`config.mk`:
```
export PLATFORM = sky130hd
export DESIGN_NAME = result_encoder
export DESIGN_NICKNAME = d
export VERILOG_FILES = /design/src/rtl/result_encoder.sv
export SDC_FILE = /design/constraint.sdc
export NUM_CORES = 1
export LEC_CHECK = 0
export BUFFER_PORTS_ARGS = -buffer_cell sky130_fd_sc_hd__buf_2
export CAP_MARGIN = 5
export CORE_ASPECT_RATIO = 0.7
export CORE_MARGIN = 2
export CORE_UTILIZATION = 54
export CTS_CLUSTER_SIZE = 10
export DETAILED_ROUTE_END_ITERATION = 10
export GPL_TIMING_DRIVEN = 0
export PLACE_DENSITY = 0.87
export SKIP_LAST_GASP = 1
export SLEW_MARGIN = 20
export SYNTH_ARGS = -nofsm -noshare
export SYNTH_HDL_FRONTEND = slang
export SYNTH_SLANG_ARGS = --single-unit
```
`constraint.sdc`:
```
create_clock -name clk -period 2.2 [get_ports clk]
set_clock_uncertainty 0.2 [all_clocks]
set_input_delay 0.11 -clock clk [delete_from_list [all_inputs] [get_ports clk]]
set_output_delay 0.11 -clock clk [all_outputs]
set_load 0.01 [all_outputs]
```
`src/rtl/result_encoder.sv`:
```
// result_encoder: return path of the UART command processor.
// Captures one finished ALU result, formats it as an ASCII response frame
// ("R<op><hex hi><hex lo>\r\n" or "E<op>\r\n") and hands the frame to the
// UART transmitter one byte at a time over a start/busy handshake.
module result_encoder #(
    parameter int RES_W = 6
) (
    input  logic             clk,
    input  logic             reset,
    input  logic [RES_W-1:0] result,
    input  logic [1:0]       opcode,
    input  logic             res_err,
    input  logic             res_valid,
    output logic             res_ack,
    output logic [7:0]       tx_data,
    output logic             tx_start,
    input  logic             tx_busy,
    output logic             frame_busy
);

    typedef enum logic [1:0] {
        ST_IDLE  = 2'd0,
        ST_START = 2'd1,
        ST_HOLD  = 2'd2,
        ST_DRAIN = 2'd3
    } state_t;

    // Converts one nibble to its uppercase ASCII hex digit.
    function automatic logic [7:0] hex_ascii(input logic [3:0] nib);
        logic [7:0] code;
        if (nib < 4'd10) begin
            code = 8'h30 + {4'h0, nib};
        end else begin
            code = 8'h37 + {4'h0, nib};
        end
        return code;
    endfunction

    // Index of the final byte: error frames are 4 bytes, normal frames 6.
    function automatic logic [2:0] last_index(input logic err);
        logic [2:0] last;
        if (err) begin
            last = 3'd3;
        end else begin
            last = 3'd5;
        end
        return last;
    endfunction

    // Selects frame byte number idx purely from the captured result fields.
    function automatic logic [7:0] frame_byte(
        input logic [2:0] idx,
        input logic       err,
        input logic [1:0] op,
        input logic [7:0] res
    );
        logic [7:0] b;
        logic [7:0] op_digit;
        op_digit = 8'h30 + {6'h00, op};
        if (err) begin
            case (idx)
                3'd0:    b = 8'h45;
                3'd1:    b = op_digit;
                3'd2:    b = 8'h0D;
                3'd3:    b = 8'h0A;
                default: b = 8'h00;
            endcase
        end else begin
            case (idx)
                3'd0:    b = 8'h52;
                3'd1:    b = op_digit;
                3'd2:    b = hex_ascii(res[7:4]);
                3'd3:    b = hex_ascii(res[3:0]);
                3'd4:    b = 8'h0D;
                3'd5:    b = 8'h0A;
                default: b = 8'h00;
            endcase
        end
        return b;
    endfunction

    state_t     state_q, state_d;
    logic [2:0] idx_q, idx_d;
    logic [7:0] res_q, res_d;
    logic [1:0] op_q, op_d;
    logic       err_q, err_d;
    logic       res_ack_q, res_ack_d;
    logic       tx_start_q, tx_start_d;
    logic [7:0] tx_data_q, tx_data_d;
    logic       frame_busy_q, frame_busy_d;

    // Next-state logic: capture in IDLE, then START/HOLD/DRAIN per frame byte.
    always_comb begin
        state_d      = state_q;
        idx_d        = idx_q;
        res_d        = res_q;
        op_d         = op_q;
        err_d        = err_q;
        res_ack_d    = 1'b0;
        tx_start_d   = 1'b0;
        tx_data_d    = tx_data_q;
        case (state_q)
            ST_IDLE: begin
                if (res_valid) begin
                    res_d     = 8'(result);
                    op_d      = opcode;
                    err_d     = res_err;
                    idx_d     = 3'd0;
                    res_ack_d = 1'b1;
                    state_d   = ST_START;
                end else begin
                    state_d   = ST_IDLE;
                end
            end
            ST_START: begin
                // Never request a byte while the transmitter is still busy.
                if (!tx_busy) begin
                    tx_data_d  = frame_byte(idx_q, err_q, op_q, res_q);
                    tx_start_d = 1'b1;
                    state_d    = ST_HOLD;
                end else begin
                    state_d    = ST_START;
                end
            end
            ST_HOLD: begin
                // Transmitter raises busy one cycle after seeing tx_start.
                state_d = ST_DRAIN;
            end
            ST_DRAIN: begin
                if (!tx_busy) begin
                    if (idx_q == last_index(err_q)) begin
                        idx_d   = 3'd0;
                        state_d = ST_IDLE;
                    end else begin
                        idx_d   = idx_q + 3'd1;
                        state_d = ST_START;
                    end
                end else begin
                    state_d = ST_DRAIN;
                end
            end
            default: begin
                idx_d   = 3'd0;
                state_d = ST_IDLE;
            end
        endcase
        frame_busy_d = (state_d != ST_IDLE);
    end

    // State, captured fields and registered outputs; reset abandons any frame.
    always_ff @(posedge clk or negedge reset) begin
        if (!reset) begin
            state_q      <= ST_IDLE;
            idx_q        <= 3'd0;
            res_q        <= 8'h00;
            op_q         <= 2'd0;
            err_q        <= 1'b0;
            res_ack_q    <= 1'b0;
            tx_start_q   <= 1'b0;
            tx_data_q    <= 8'h00;
            frame_busy_q <= 1'b0;
        end else begin
            state_q      <= state_d;
            idx_q        <= idx_d;
            res_q        <= res_d;
            op_q         <= op_d;
            err_q        <= err_d;
            res_ack_q    <= res_ack_d;
            tx_start_q   <= tx_start_d;
            tx_data_q    <= tx_data_d;
            frame_busy_q <= frame_busy_d;
        end
    end

    assign res_ack    = res_ack_q;
    assign tx_start   = tx_start_q;
    assign tx_data    = tx_data_q;
    assign frame_busy = frame_busy_q;

endmodule

```
==> impl_metrics.env <==
export IMPL_post_drt_wl_per_cell_um=12.98
export IMPL_area_delta_synth_final_pct=22.14
export IMPL_cts_tree="yes"
export IMPL_core_um2=2225
export IMPL_tightest_slew_ns=0.5345
export IMPL_synth_fp_nets=152
export IMPL_dr_pass1_iters=5
export IMPL_numCtsBuffers=3
export IMPL_avgSynthCellArea_um2=9.944
export IMPL_placed_area_um2=1473
export IMPL_power_density_nw_per_um2=1256
export IMPL_drtIter0Drc=62
export IMPL_period_share_pct=90.54
export IMPL_end_kind="register"
export IMPL_wirelength_um=2621
export IMPL_htree_levels=1
export IMPL_worstSetupStartpointType="register"
export IMPL_multi_input_area_um2=624.3
export IMPL_num_rows=14
export IMPL_cap_violations=0
export IMPL_synth_edf_count=0
export IMPL_portBuffers=22
export IMPL_finalHoldViolCount=0
export IMPL_gr_usage_all_layers_pct=20.92
export IMPL_status="finished clean"
export IMPL_grt_overflow=0
export IMPL_pre_cts_ws_ns=0.2644
export IMPL_die_area_um2=2867
export IMPL_nets=191
export IMPL_cts_path_max_buffers=2
export IMPL_drv_slew=0
export IMPL_ys_types=34
export IMPL_fin_setup_tns_ns=0
export IMPL_whs_ns=0.09931
export IMPL_grt_pass1_wl_um=4588
export IMPL_crit_fanout=10
export IMPL_fmax_mhz=502.1
export IMPL_clockRootBuffer="clkbuf_4"
export IMPL_relSlewSlack_pct=64.37
export IMPL_hold_path_class="in2async"
export IMPL_synthArstFlopShare_pct=100.0
export IMPL_clkTransAtPathRegs_ns=0.12
export IMPL_grt_pass1_vias=1031
export IMPL_setup_viol=0
export IMPL_crit_type="reg2reg"
export IMPL_min_period_ns=1.992
export IMPL_drc=0
export IMPL_drive_gt1_share_pct=22.35
export IMPL_p_leak_nw=0.7324
export IMPL_final_util_pct=72.61
export IMPL_insertion_delay_ns=0.31
export IMPL_grt_max_degree=25
export IMPL_die_w_um=63.15
export IMPL_cts_sinks=24
export IMPL_layout_setup_ws_ns=0.2082
export IMPL_antenna_found_initial=0
export IMPL_fin_cells=202
export IMPL_nFillCells=169
export IMPL_dp_cells=187
export IMPL_seq_area_um2=600.6
export IMPL_yosysSeqAreaShare_pct=45.41
export IMPL_fin_area_um2=1615
export IMPL_hpwl_um=1883
export IMPL_vdd_ir_drop_max_mv=0.5979
export IMPL_cts_resized=0
export IMPL_vias_per_cell=5.515
export IMPL_diodes=0
export IMPL_crit_required_ns=2.24
export IMPL_place_congestion=0.8569
export IMPL_io_pins=24
export IMPL_power_mw=2.028
export IMPL_via_count=1114
export IMPL_reg2reg_from="idx_q[2]"
export IMPL_start_util_pct=59.45
export IMPL_synth_area_um2=1323
export IMPL_ys_seq_elements=24
export IMPL_final_antenna_net_count=0
export IMPL_crit_start="idx_q[2]"
export IMPL_rsz0062_at_grt="no"
export IMPL_die_y_um=45.41
export IMPL_synthCells=133
export IMPL_yosysWarnings=0
export IMPL_cp_data_arrival_time_ns=2.03
export IMPL_ys_flop_type="dfrtp_1"
==> placed cells by master (no fill, tap or decap) <==
cell type      Yosys  routed
a211oi_1           2       2
buf_4              1       1
mux2_1             2       2
nor4_1             1       1
nor2b_1            2       2
a22oi_1            1       1
nor2_1            11      11
nor3_1             1       1
dlygate4sd3_1      0      12
clkbuf_4           0       3
inv_1              9       9
a32o_1             1       1
mux2_2             4       4
a21oi_1            9       9
ha_1               6       6
a221oi_1           2       2
xnor2_1            2       2
nand2_1           10      10
or3_1              1       1
o21ai_1            4       4
nand3_1            1       1
and3b_2            1       1
a21o_1             1       1
nor3b_4            2       2
nand2b_1           3       3
a211o_1            1       1
o31ai_1            1       1
nor3b_1            1       1
o32ai_1            1       1
a2bb2oi_1          1       1
o21ai_0           14      14
a31oi_1            6       6
dfrtp_1           24      24
and3b_1            1       1
buf_6              5       5
buf_2              0      22
conb_1             1       1
==> cells in the mapped netlist (2+ instances only) <==
cell      number  share of area, %
buf_6          5               4.3
xnor2_1        2               1.3
dfrtp_1       24                45
o21ai_0       14               5.3
nor2_1        11               3.1
mux2_2         4               3.4
mux2_1         2               1.7
a31oi_1        6               2.8
o21ai_1        4               1.5
ha_1           6               5.7
nor3b_4        2               2.8
nor2b_1        2              0.95
nand2b_1       3               1.4
a221oi_1       2               1.3
nand2_1       10               2.8
a21oi_1        9               3.4
a211oi_1       2               1.1
inv_1          9               2.6
==> state kept, by name, indices dropped and copies added (netlist names), 2 cells and up <==
signal   count
op_q         2
state_q      2
tx_data      7
res_q        6
idx_q        3
==> per-layer routing <==
metal | routed length, um | global-route usage (%)
met1 | 1260 | 28.25
met2 | 1189 | 35.32
met3 | 144 | 5.693
met4 | 26 | 3.111
met5 | 0 | 0
==> worst paths after layout <==
kind,end,slack [ns],cells after the start
max in group asynchronous,idx_q[2],1.35,2
worst max-delay path,tx_data[2],0.21,7
worst min register to register,op_q[1],0.32,1
min in group clk,op_q[1],0.32,1
worst max register to register,tx_data[2],0.21,7
worst min-delay path,idx_q[0],0.1,2
==> worst max-delay path, stage by stage, from the launching register on <==
cell and delay, ns:
dfrtp_1 0.42, buf_6 0.15, inv_1 0.16, ha_1 0.32, inv_1 0.11, nor4_1 0.25, o21ai_0 0.13, a31oi_1 0.18
==> repair_timing <==
| action | in CTS | in global routing |
|---|---|---|
| hold buffers | 12 | 0 |
| hold endpoints to repair | 39 | 0 |
| buffers inserted | 0 | 0 |
==> cell type report <==
cell class / count / share of cell area [%]
well taps: 32 / 2.479
plain buffers: 6 / 3.950
flip-flops and latches: 24 / 37.18
clock buffers: 3 / 1.394
repair buffers: 34 / 14.25
inverters: 9 / 2.091
multi-input cells: 94 / 38.65
==> where the power goes <==
group          switching [mW]  internal (mW)
sequential              0.162          0.638
combinational           0.554          0.485
clock                   0.124         0.0640
total                   0.841           1.19
==> cell families (layout without fill, tap and decap cells) <==
group | Yosys count | count (layout) | synth area share (%)
buffers and inverters | 15 | 52 | 7.379
adder cells (fa/ha/maj) | 6 | 6 | 5.676
multiplexers | 6 | 6 | 5.108
AND/OR/NAND/NOR | 35 | 35 | 14.85
other | 1 | 1 | 0.2835
AO/OA/AOI/OAI | 44 | 44 | 19.96
flip-flops | 24 | 24 | 45.41
XOR/XNOR | 2 | 2 | 1.325
Power figures use the tool's default switching activity.
